[config.mk]
export PLATFORM = sky130hd
export DESIGN_NAME = network_pkt_read_control
export DESIGN_NICKNAME = d
export VERILOG_FILES = /design/src/rtl/network_tx_pkg.sv /design/src/rtl/pkt_rd_valid_pipe.sv /design/src/rtl/network_pkt_read_control.sv
export SDC_FILE = /design/constraint.sdc
export NUM_CORES = 1
export LEC_CHECK = 0
export ABC_CLOCK_PERIOD_IN_PS = 16700
export CAP_MARGIN = 20
export CORE_AREA = 2 2 192 100
export DETAILED_ROUTE_END_ITERATION = 7
export DIE_AREA = 0 0 194 102
export PLACE_DENSITY = 0.88
export REMOVE_ABC_BUFFERS = 1
export SYNTH_ARGS = -nofsm -noshare
export SYNTH_HDL_FRONTEND = slang
export SYNTH_SLANG_ARGS = --single-unit
[constraint.sdc]
create_clock -name i_clk -period 16.7 [get_ports i_clk]
set_input_delay 2.505 -clock i_clk [delete_from_list [all_inputs] [get_ports i_clk]]
set_output_delay 2.505 -clock i_clk [all_outputs]
set_load 0.03 [all_outputs]
[src/rtl/network_tx_pkg.sv]
// Shared line format, flag encodings and FSM state type for the per-port transmit read path.
package network_tx_pkg;

  localparam int LINE_W      = 134;
  localparam int FLAG_LO     = 132;
  localparam int INV_LO      = 128;
  localparam int INV_W       = 4;
  localparam int TAG_LO      = 80;
  localparam int TAG_W       = 48;
  localparam int BUFID_W     = 9;
  localparam int DEF_LINE_AW = 7;

  localparam logic [1:0] FLAG_MID    = 2'b00;
  localparam logic [1:0] FLAG_HEAD   = 2'b01;
  localparam logic [1:0] FLAG_TAIL   = 2'b10;
  localparam logic [1:0] FLAG_SINGLE = 2'b11;

  typedef logic [LINE_W-1:0] line_t;
  typedef logic [TAG_W-1:0]  tag_t;

  typedef enum logic [1:0] {
    ST_IDLE  = 2'd0,
    ST_READ  = 2'd1,
    ST_DRAIN = 2'd2,
    ST_DONE  = 2'd3
  } prc_state_e;

  function automatic logic flag_is_tail(input logic [1:0] f);
    return (f != FLAG_MID) && (f != FLAG_HEAD);
  endfunction

  function automatic logic flag_is_head(input logic [1:0] f);
    return (f == FLAG_HEAD) || (f == FLAG_SINGLE);
  endfunction

  function automatic line_t insert_tag(input line_t ln, input tag_t tag);
    line_t r;
    r = ln;
    r[TAG_LO +: TAG_W] = tag;
    return r;
  endfunction

endpackage

[src/rtl/pkt_rd_valid_pipe.sv]
// Tracks outstanding packet-buffer reads: a LAT-deep valid/line-index shift register
// that flags when each read's data returns and whether any read is still in flight.
module pkt_rd_valid_pipe #(
  parameter int LAT     = 2,
  parameter int LINE_AW = 7
) (
  input  logic               clk_i,
  input  logic               rst_i,
  input  logic               vld_i,
  input  logic [LINE_AW-1:0] line_i,
  output logic               ret_vld_o,
  output logic [LINE_AW-1:0] ret_line_o,
  output logic               empty_o
);

  logic [LAT-1:0]              vld_q;
  logic [LAT-1:0][LINE_AW-1:0] line_q;

  always_ff @(posedge clk_i or posedge rst_i) begin
    if (rst_i) begin
      vld_q  <= '0;
      line_q <= '0;
    end else begin
      vld_q[0]  <= vld_i;
      line_q[0] <= line_i;
      for (int i = 1; i < LAT; i++) begin
        vld_q[i]  <= vld_q[i-1];
        line_q[i] <= line_q[i-1];
      end
    end
  end

  assign ret_vld_o  = vld_q[LAT-1];
  assign ret_line_o = line_q[LAT-1];
  assign empty_o    = ~|vld_q;

endmodule

[src/rtl/network_pkt_read_control.sv]
// Reads one scheduled packet out of the buffer into the TX FIFO, releases its bufid, then acks
// the scheduler. Define TSNTAG_RESTORE_EN to overwrite head-line bits [127:80] with the TSNtag.
module network_pkt_read_control
  import network_tx_pkg::*;
#(
  parameter int RAM_RD_LAT = 2,
  parameter int LINE_AW    = DEF_LINE_AW
) (
  input  logic                       i_clk,
  input  logic                       i_rst,
  input  logic [BUFID_W-1:0]         iv_pkt_bufid,
  input  logic [TAG_W-1:0]           iv_tsntag,
  input  logic                       i_pkt_bufid_wr,
  output logic                       o_pkt_bufid_ack,
  output logic [BUFID_W+LINE_AW-1:0] ov_pkt_raddr,
  output logic                       o_pkt_rd,
  input  logic [LINE_W-1:0]          iv_pkt_data,
  input  logic                       i_tx_fifo_afull,
  output logic [LINE_W-1:0]          ov_data,
  output logic                       o_data_wr,
  output logic [BUFID_W-1:0]         ov_release_bufid,
  output logic                       o_release_wr,
  output logic [15:0]                ov_err_cnt,
  output logic [1:0]                 ov_prc_state
);

  localparam logic [LINE_AW-1:0] LAST_LINE = {LINE_AW{1'b1}};

  prc_state_e         state_q;
  logic [BUFID_W-1:0] bufid_q;
  logic [LINE_AW-1:0] line_q;
  logic               tail_seen_q;
  line_t              data_q;
  logic               data_wr_q;
  logic               ack_q;
  logic               rel_wr_q;
  logic [BUFID_W-1:0] rel_bufid_q;
  logic [15:0]        err_cnt_q;

  logic               ret_vld;
  logic [LINE_AW-1:0] ret_line;
  logic               pipe_empty;
  logic [1:0]         ret_flag;
  logic               fwd;
  logic               last_ret;
  logic               force_tail;
  logic               ret_tail;
  logic               rd;
  line_t              fwd_line;

  pkt_rd_valid_pipe #(
    .LAT     (RAM_RD_LAT),
    .LINE_AW (LINE_AW)
  ) u_pipe (
    .clk_i      (i_clk),
    .rst_i      (i_rst),
    .vld_i      (rd),
    .line_i     (line_q),
    .ret_vld_o  (ret_vld),
    .ret_line_o (ret_line),
    .empty_o    (pipe_empty)
  );

`ifdef TSNTAG_RESTORE_EN
  tag_t tsntag_q;

  always_ff @(posedge i_clk or posedge i_rst) begin
    if (i_rst) begin
      tsntag_q <= '0;
    end else if (state_q == ST_IDLE && i_pkt_bufid_wr) begin
      tsntag_q <= iv_tsntag;
    end
  end
`else
  logic unused_tsntag;
  assign unused_tsntag = ^iv_tsntag;
`endif

  // A returning tail also blocks issue in the same cycle, so no read is wasted past it.
  always_comb begin
    ret_flag   = iv_pkt_data[FLAG_LO +: 2];
    fwd        = ret_vld && !tail_seen_q;
    last_ret   = (ret_line == LAST_LINE);
    force_tail = fwd && last_ret && !flag_is_tail(ret_flag);
    ret_tail   = fwd && (flag_is_tail(ret_flag) || last_ret);
    rd         = (state_q == ST_READ) && !i_tx_fifo_afull && !tail_seen_q && !ret_tail;
    fwd_line   = iv_pkt_data;
`ifdef TSNTAG_RESTORE_EN
    if (flag_is_head(ret_flag)) begin
      fwd_line = insert_tag(fwd_line, tsntag_q);
    end
`endif
    if (force_tail) begin
      fwd_line[FLAG_LO +: 2]    = FLAG_TAIL;
      fwd_line[INV_LO +: INV_W] = '0;
    end
  end

  always_ff @(posedge i_clk or posedge i_rst) begin
    if (i_rst) begin
      state_q     <= ST_IDLE;
      bufid_q     <= '0;
      line_q      <= '0;
      tail_seen_q <= 1'b0;
      data_q      <= '0;
      data_wr_q   <= 1'b0;
      ack_q       <= 1'b0;
      rel_wr_q    <= 1'b0;
      rel_bufid_q <= '0;
      err_cnt_q   <= '0;
    end else begin
      data_wr_q <= fwd;
      ack_q     <= 1'b0;
      rel_wr_q  <= 1'b0;
      if (fwd) begin
        data_q <= fwd_line;
      end
      if (ret_tail) begin
        tail_seen_q <= 1'b1;
      end
      if (force_tail && err_cnt_q != 16'hFFFF) begin
        err_cnt_q <= err_cnt_q + 16'd1;
      end
      case (state_q)
        ST_IDLE: begin
          if (i_pkt_bufid_wr) begin
            bufid_q     <= iv_pkt_bufid;
            line_q      <= '0;
            tail_seen_q <= 1'b0;
            state_q     <= ST_READ;
          end
        end
        ST_READ: begin
          // The line counter parks at the last line instead of wrapping.
          if (rd) begin
            if (line_q == LAST_LINE) begin
              state_q <= ST_DRAIN;
            end else begin
              line_q <= line_q + LINE_AW'(1);
            end
          end
          if (ret_tail || tail_seen_q) begin
            state_q <= ST_DRAIN;
          end
        end
        ST_DRAIN: begin
          if (pipe_empty) begin
            state_q     <= ST_DONE;
            ack_q       <= 1'b1;
            rel_wr_q    <= 1'b1;
            rel_bufid_q <= bufid_q;
          end
        end
        default: begin
          state_q <= ST_IDLE;
        end
      endcase
    end
  end

  assign o_pkt_rd         = rd;
  assign ov_pkt_raddr     = rd ? {bufid_q, line_q} : '0;
  assign ov_data          = data_q;
  assign o_data_wr        = data_wr_q;
  assign o_pkt_bufid_ack  = ack_q;
  assign o_release_wr     = rel_wr_q;
  assign ov_release_bufid = rel_bufid_q;
  assign ov_err_cnt       = err_cnt_q;
  assign ov_prc_state     = state_q;

endmodule

### Word-level counts from Yosys, hierarchy flattened

Cells that the tools add are included.

* memories: 0
* ROM bits: 0
* RAM bits: 0
* flip-flop bits (word level): 196
* logic and storage cells: 67
* latch bits: 0
* output and inout bits: 181
* input port bits: 195

* mux-type cells: 17
* reductions and logical operators: 23
* eq/ne operators: 12
* divide/modulo/power cells: 0
* $mul: 0
* bitwise operators: 1
* order comparisons: 0
* shifts and indexed selects: 0
* add/sub/neg operators: 2

Operator list (count)
* $mux W7: 3
* $add A16 B1 Y16 const B: 1
* $mux W16: 1
* $ne A16 B16 Y1 const B: 1
* $eq A7 B7 Y1 const B: 2
* $pmux W7 S2: 1
* $mux W2: 5
* $logic_and A1 B1 Y1: 9
* $ne A2 B2 Y1 const B: 4
* $reduce_and A4 Y1: 2
* $add A7 B1 Y7 const B: 1
* $mux W6: 1
* $pmux W2 S3: 1
* $mux W1: 5
* $logic_not A1 Y1: 4
* $reduce_and A2 Y1: 2
* $reduce_bool A2 Y1: 2
* $ne A3 B1 Y1 const B: 1
* $ne A3 B2 Y1 const B: 1
* $eq A2 B1 Y1 const B: 1
* $eq A2 B2 Y1 const B: 1
* $logic_not A2 Y1: 1
* $logic_or A1 B1 Y1: 2
* $ne A2 B1 Y1 const B: 1
* other kinds (2): 2

### Logic depth before layout (Yosys ltp)

Gate-level depths: netlist of run 1.

* word-level depth: 9
* gate-level depth with buffers: 7
* mapped depth without buffers: 6

### Modules after synthesis

From an unflattened synthesis of run 1, not the netlist that was laid out.

* cell total of the unflattened synthesis: 788
* area total of the unflattened synthesis: 7741.2 sq um

By module, submodules not included
* network_pkt_read_control: area each 7280.7 sq um, sequential area each 4504.3 sq um, cells each 763, times used 1
* pkt_rd_valid_pipe: area each 460.4 sq um, sequential area each 400.4 sq um, cells each 25, times used 1

### Least setup slack after synthesis of run 1

OpenSTA, ideal clock, no wires.

* path kind: input to output
* start point: input port iv_pkt_data[133]
* end point: output port ov_pkt_raddr[10]
* arrival: 3.446 ns
* setup slack: 10.749 ns
* stages on the path: 4
* cell sequence: nand2_1 -> o2111a_1 -> clkbuf_1 -> and3_1

* word-level cells in the longest chain between the ends: 7
* elaborated cells between the ends (all ways): 8

RTL lines
* start, declared: RTL line network_pkt_read_control.sv:17 `input logic [LINE_W-1:0] iv_pkt_data,`
* $ne A2 B1 Y1 or $reduce_bool A2 Y1 (tied branches): RTL line network_tx_pkg.sv:29 `return (f != FLAG_MID) && (f != FLAG_HEAD);`
* $logic_and A1 B1 Y1 *: RTL line network_tx_pkg.sv:29
* $logic_or A1 B1 Y1 *: RTL line network_pkt_read_control.sv:85 `ret_tail = fwd && (flag_is_tail(ret_flag) || last_ret);`
* $logic_and A1 B1 Y1 *: RTL line network_pkt_read_control.sv:85
* $logic_not A1 Y1 *: RTL line network_pkt_read_control.sv:86 `rd = (state_q == ST_READ) && !i_tx_fifo_afull && !tail_seen_q && !ret_tail;`
* $logic_and A1 B1 Y1 *: RTL line network_pkt_read_control.sv:86
* $mux W16 *: RTL line network_pkt_read_control.sv:162 `assign ov_pkt_raddr = rd ? {bufid_q, line_q} : '0;`
* end, declared: RTL line network_pkt_read_control.sv:15 `output logic [BUFID_W+LINE_AW-1:0] ov_pkt_raddr,`

Mark *: on every way between the ends. The rest lies on a longest branch, timed or not.

### Final worst setup path of run 1

* start point: input port iv_pkt_data[133]
* end point: output port ov_pkt_raddr[5]

Same word-level chain as after synthesis.

==> impl_metrics.csv, run 1 <==
group,metric,value,unit
outcome,status,"complete, no violations",
synth,syn-cell-area,0.00778,sq mm
setup_path,r2r_start,"u_pipe.vld_q[1]",
placed_design,hpwlAfterDp,16200,um
sta,slew_headroom,0.386,
clock_tree,ctsResizeCount,0,
floorplanning,die_h,102,um
sta,setup_slack,9.63,ns
floorplanning,die_w,194,um
sta,rsz0062_at_grt,"false",
synth,synth.most_common_cell,"nand2_1",
synth,synth_top_area_share,0.630,
clock_tree,cts_setup_buffers,0,
setup_path,cp-start-kind,"primary input",
placed_design,dp_slack,9.65,ns
sta,whs,0.357,ns
setup_path,required,14.20,ns
setup_path,r2r_cells,5,
floorplanning,initial_core_util,0.431,
setup_path,rrSetupSlack,13.39,ns
clock_tree,cts_hold_buffers,0,
placed_design,io_buffers,327,
floorplanning,rows,35,
finish,insertedDiodeCount,0,
floorplanning,dieArea,0.0198,sq mm
setup_path,crit_fanout,19,
job,max-cap-violations,0,
routing,vias,6523,
sta,tightest_slew,0.921,ns
sta,fin_skew,0.00805,ns
synth,yosys_warnings,0,
sta,setup_viol,0,
power,p_per_area,198,mW/mm^2
floorplanning,core-area,0.0180,sq mm
synth,syn_avg_cell_area,9.89,sq um
global_route,grt_pass1_vias,6509,
synth,ys_ff_latch,196,
power,leakagePower,5.56,nW
placed_design,place.gp.congestion,0.858,
clock_tree,cts_made_buffers,17,
clock_tree,cts.sinks,196,
synth,synth_common_cells,"408 x nand2_1, 196 x dfrtp_1, 27 x clkbuf_1, 21 x and3_1, 20 x mux2_2",
finish,nets,1301,
clock_tree,cts_tree,"done",
finish,design_area,0.0119,sq mm
power,ir_drop,0.143,mV
routing,dr.pass1.iters,5,
clock_tree,clk_path_buf_depth,2,
floorplanning,ioPinCount,376,
synth,synthTopCellsByArea,"dfrtp_1 63%, nand2_1 20%, mux2_2 2.9%, and3_1 1.7%, xor2_1 1.5%",
setup_path,cp-endpoint,"ov_pkt_raddr[5]",
setup_path,crit_path_frequent_cell,"clkdlybuf4s50_1",
sta,timing.fmax,141,MHz
routing,ant_nets,0,
setup_path,critical-path-slowest-cell,"clkdlybuf4s50_1",
setup_path,crit_chain,"clkdlybuf4s50_1, nand2_1, o2111a_1, and3_1, clkdlybuf4s50_1",
setup_path,cp_top_family,"buffers and inverters",
routing,drt_iter0_drc,281,
synth,synth_area_leader_cell,"dfrtp_1",
finish,area_growth,52.3,%
sta,period_share,0.424,
synth,ys_async_sr_fraction,1.00,
setup_path,slowest_delay,0.67,ns
placed_design,place_area,0.0113,sq mm
setup_path,critPathKind,"primary input to output pin",
setup_path,cp.depth,5,
synth,yosysSeqAreaShare,0.630,
sta,slew_viol_final,0,
synth,yosysUniqueCellTypes,43,
clock_tree,clk_latency,0.41,ns
hold_path,min_path_type,"flop to flop",
synth,ys.flop_type,"dfrtp_1",
routing,routedWlPerCell,16.6,um
setup_path,r2r-end,"ov_err_cnt[1]",
routing,routed_wl,22400,um
clock_tree,root_buffer,"clkbuf_16",
routing,vias_per_cell,4.82,
global_route,grt_first_pass_wirelength,34700,um
global_route,grt-ovfl-total,0,
global_route,grt_max_degree,124,
setup_path,worstPathArrival,4.57,ns
finish,final_layout_size_suffix_gt1_frac,0.0621,
sta,fin_crit,7.07,ns
global_route,antenna_found_initial,3,
routing,drc,0,
clock_tree,path_clk_slew,0.07,ns
clock_tree,cts.htree.levels,4,
synth,synth-edff-count,0,
setup_path,crit_buf_inv,2,
setup_path,critPathCaptureType,"output pin",
global_route,gr-usage-all-layers,0.226,
sta,hold_viol,0,
setup_path,crit_start,"iv_pkt_data[133]",
synth,netlist_instances,787,
power,total_power,2.34,mW
sta,final.setup.tns,0,ns
==> layout make-up <==
class / instances / area [sq um]
clock buffers: 21 / 450
clock inverters: 10 / 148
fillers: 1381 / 6190
inverters: 9 / 43.8
multi-input cells: 544 / 2690
flip-flops and latches: 196 / 4900
well taps: 240 / 300
repair buffers: 332 / 3310
==> metal layers <==
| layer | track usage | routed length [um] | part of all wire |
|---|---|---|---|
| met1 | 0.285 | 9660 | 0.43 |
| met2 | 0.375 | 10700 | 0.48 |
| met3 | 0.0868 | 1800 | 0.080 |
| met4 | 0.0559 | 239 | 0.011 |
| met5 | 0 | 41 | 0.0018 |
==> per-stage QoR <==
step                       util  cells
after floorplan               -    749
after global placement    0.624   1321
after detailed placement  0.624   1321
after CTS                 0.657   1352
after global routing      0.657   1352
final                     0.657   1352
==> flip-flops by register name, summed over array words and instances, names as in the netlist <==
name,count
ov_data,134
ov_err_cnt,16
bufid_q,9
ov_release_bufid,9
line_q,7
u_pipe.line_q,7
u_pipe.ret_line_o,7
ov_prc_state,2
u_pipe.vld_q,2
o_data_wr,1
o_release_wr,1
tail_seen_q,1
==> how the worst min path moves through the flow <==
stage | startpoint | to | slack, ns | cells after the start
after CTS | u_pipe.line_q[5] | u_pipe.ret_line_o[5] | 0.36 | 0
after floorplan | u_pipe.line_q[0] | u_pipe.ret_line_o[0] | 0.33 | 0
after global routing | u_pipe.line_q[5] | u_pipe.ret_line_o[5] | 0.37 | 0
final | u_pipe.line_q[2] | u_pipe.ret_line_o[2] | 0.36 | 0
after detailed placement | u_pipe.line_q[5] | u_pipe.ret_line_o[5] | 0.34 | 0
after global placement | u_pipe.line_q[2] | u_pipe.ret_line_o[2] | 0.33 | 0
==> report_power, final <==
| part | leakage, nW | switching [mW] | total, mW | internal (mW) |
|---|---|---|---|---|
| logic | 2.86 | 0.676 | 1.13 | 0.457 |
| clock network | 0.280 | 0.180 | 0.421 | 0.241 |
| registers | 2.42 | 0.113 | 0.789 | 0.676 |
| total | 5.56 | 0.969 | 2.34 | 1.37 |
==> cells in the final DEF, fill, tap and decap left out, types with 5 or more instances in the layout <==
cell type,netlist,layout
nand3_1,11,11
mux2i_1,5,5
dfrtp_1,196,196
nand2_1,408,408
clkdlybuf4s50_1,0,327
mux2_2,20,20
inv_1,8,7
and3_1,21,21
a2111oi_2,6,6
xor2_1,13,13
nor3_1,5,5
ha_1,6,6
a21oi_1,9,9
buf_4,1,5
nand4_1,6,6
clkbuf_16,0,17
==> cell families after synthesis <==
kind of cell / share of synthesized area
multiplexers: 0.0368
AO/OA/AOI/OAI: 0.0416
buffers and inverters: 0.0246
XOR/XNOR: 0.0158
adder cells (fa/ha/maj): 0.00965
flip-flops: 0.630
AND/OR/NAND/NOR: 0.241
Power figures use the tool's default switching activity.
==> run 2, diff against run 1 <==
--- a/config.mk
+++ b/config.mk
@@ -5,12 +5,12 @@
 export SDC_FILE = /design/constraint.sdc
 export NUM_CORES = 1
 export LEC_CHECK = 0
-export ABC_CLOCK_PERIOD_IN_PS = 16700
+export ABC_CLOCK_PERIOD_IN_PS = 6600
 export CAP_MARGIN = 20
-export CORE_AREA = 2 2 192 100
+export CORE_AREA = 2 2 198 103
 export DETAILED_ROUTE_END_ITERATION = 7
-export DIE_AREA = 0 0 194 102
-export PLACE_DENSITY = 0.88
+export DIE_AREA = 0 0 200 105
+export PLACE_DENSITY = 0.84
 export REMOVE_ABC_BUFFERS = 1
 export SYNTH_ARGS = -nofsm -noshare
 export SYNTH_HDL_FRONTEND = slang
==> constraint.sdc (replaced) <==
create_clock -name i_clk -period 6.6 [get_ports i_clk]
set_input_delay 0.99 -clock i_clk [delete_from_list [all_inputs] [get_ports i_clk]]
set_output_delay 0.99 -clock i_clk [all_outputs]
set_load 0.03 [all_outputs]
==> impl_metrics.csv, run 2 (same netlist as run 1, synthesis figures left out) <==
group,metric,value,unit
setup_path,required,5.61,ns
floorplanning,rows,36,
placed_design,place_area,0.0113,sq mm
finish,final_common_cell,"nand2_1",
setup_path,worstPathArrival,3.13,ns
global_route,antenna_found_initial,1,
clock_tree,path_clk_slew,0.08,ns
hold_path,whs_path_depth,0,
sta,fin_crit,4.12,ns
finish,nets,1302,
setup_path,critPathKind,"primary input to output pin",
global_route,grt-ovfl-total,0,
routing,dr.pass1.iters,4,
sta,timing.fmax,242,MHz
setup_path,cp-start-kind,"primary input",
floorplanning,initial_core_util,0.407,
clock_tree,cts_tree,"done",
sta,rsz0062_at_grt,"false",
sta,hold_viol,0,
sta,slew_viol_final,0,
finish,insertedDiodeCount,0,
routing,drt_iter0_drc,328,
floorplanning,die_w,200,um
clock_tree,clk_path_buf_depth,2,
floorplanning,core-area,0.0191,sq mm
routing,ant_nets,0,
placed_design,hpwlAfterDp,16100,um
clock_tree,cts.htree.levels,4,
global_route,grt_first_pass_wirelength,34900,um
routing,vias_per_cell,4.72,
sta,fin_skew,0.0119,ns
sta,slew_headroom,0.422,
outcome,status,"complete, no violations",
floorplanning,die_h,105,um
finish,final_layout_size_suffix_gt1_frac,0.0664,
clock_tree,clk_latency,0.42,ns
power,p_per_area,495,mW/mm^2
global_route,grt_pass1_vias,6511,
setup_path,rrSetupSlack,3.74,ns
job,max-cap-violations,0,
setup_path,crit_fanout,19,
placed_design,dp_slack,2.55,ns
placed_design,place.gp.congestion,0.842,
global_route,gr-usage-all-layers,0.212,
finish,area_growth,52.4,%
setup_path,critPathCaptureType,"output pin",
finish,mostFrequentLayoutCells,"408 x nand2_1, 327 x clkdlybuf4s50_1, 196 x dfrtp_1",
power,leakagePower,5.56,nW
floorplanning,ioPinCount,376,
sta,period_share,0.625,
sta,tightest_slew,0.867,ns
sta,setup_slack,2.48,ns
finish,largest_register_ffs,134,
clock_tree,cts.sinks,196,
setup_path,r2r_cells,4,
sta,setup_viol,0,
sta,final.setup.tns,0,ns
routing,routed_wl,22100,um
clock_tree,cts_setup_buffers,0,
routing,routedWlPerCell,16.0,um
power,ir_drop,0.334,mV
clock_tree,cts_hold_buffers,0,
hold_path,min_path_type,"flop to flop",
finish,design_area,0.0119,sq mm
clock_tree,cts_made_buffers,17,
placed_design,io_buffers,327,
routing,vias,6511,
global_route,grt_max_degree,88,
routing,drc,0,
floorplanning,dieArea,0.0210,sq mm
clock_tree,root_buffer,"clkbuf_16",
clock_tree,ctsResizeCount,0,
-- run 2: changes by cell type in the layout (fill, tap and decap cells not counted), sizes merged --
cell,change
inv,+5
clkinv,+2
buf,+1
bufinv,-3
clkinvlp,-1
clkbuf,-2
-- run 2: metal layers --
layer / vias to the layer above / routed length, um / GRT usage
li1: 3133 / - / -
met1: 3131 / 9500 / 0.274
met2: 223 / 10200 / 0.342
met3: 22 / 2130 / 0.0788
met4: 2 / 272 / 0.0434
met5: - / 13 / 0
-- run 2: final timing paths --
path / start / endpoint
setup / recovery: iv_pkt_data[133] / ov_pkt_raddr[5]
hold reg to reg: u_pipe.line_q[6] / u_pipe.ret_line_o[6]
setup reg to reg: u_pipe.vld_q[1] / ov_err_cnt[1]
hold / removal: u_pipe.line_q[6] / u_pipe.ret_line_o[6]
min in group asynchronous: i_rst / ov_data[52]
max in group asynchronous: i_rst / u_pipe.ret_line_o[2]
-- run 2: final cells by class --
| cell class | instances | area (sq um) |
|---|---|---|
| clock buffer | 19 | 453 |
| clock inverter | 13 | 114 |
| fill | 1516 | 7290 |
| inverter | 9 | 43.8 |
| multi-input combinational | 544 | 2690 |
| sequential | 196 | 4900 |
| tap | 266 | 333 |
| timing repair buffer | 333 | 3320 |
-- run 2: through the flow --
step / instances / hold slack (ns) / util / power, mW
after floorplan: 749 / 0.331 / - / 3.59
after global placement: 1347 / 0.335 / 0.590 / 4.83
after detailed placement: 1347 / 0.335 / 0.590 / 4.91
after CTS: 1379 / 0.353 / 0.619 / 5.93
after global routing: 1380 / 0.363 / 0.619 / 6.20
final: 1380 / 0.352 / 0.619 / 5.87
-- run 2: critical path, cell delays in order --
cell and delay (ns):
clkdlybuf4s50_1 0.45, nand2_1 0.13, o2111a_1 0.60, and3_1 0.27, clkdlybuf4s50_1 0.68
-- run 2: power by group --
| part | total (mW) | switching, mW | leakage, nW | internal, mW |
|---|---|---|---|---|
| combinational | 2.87 | 1.71 | 2.87 | 1.16 |
| sequential | 2.00 | 0.289 | 2.42 | 1.71 |
| clock | 0.998 | 0.481 | 0.278 | 0.518 |
| total | 5.87 | 2.48 | 5.56 | 3.39 |
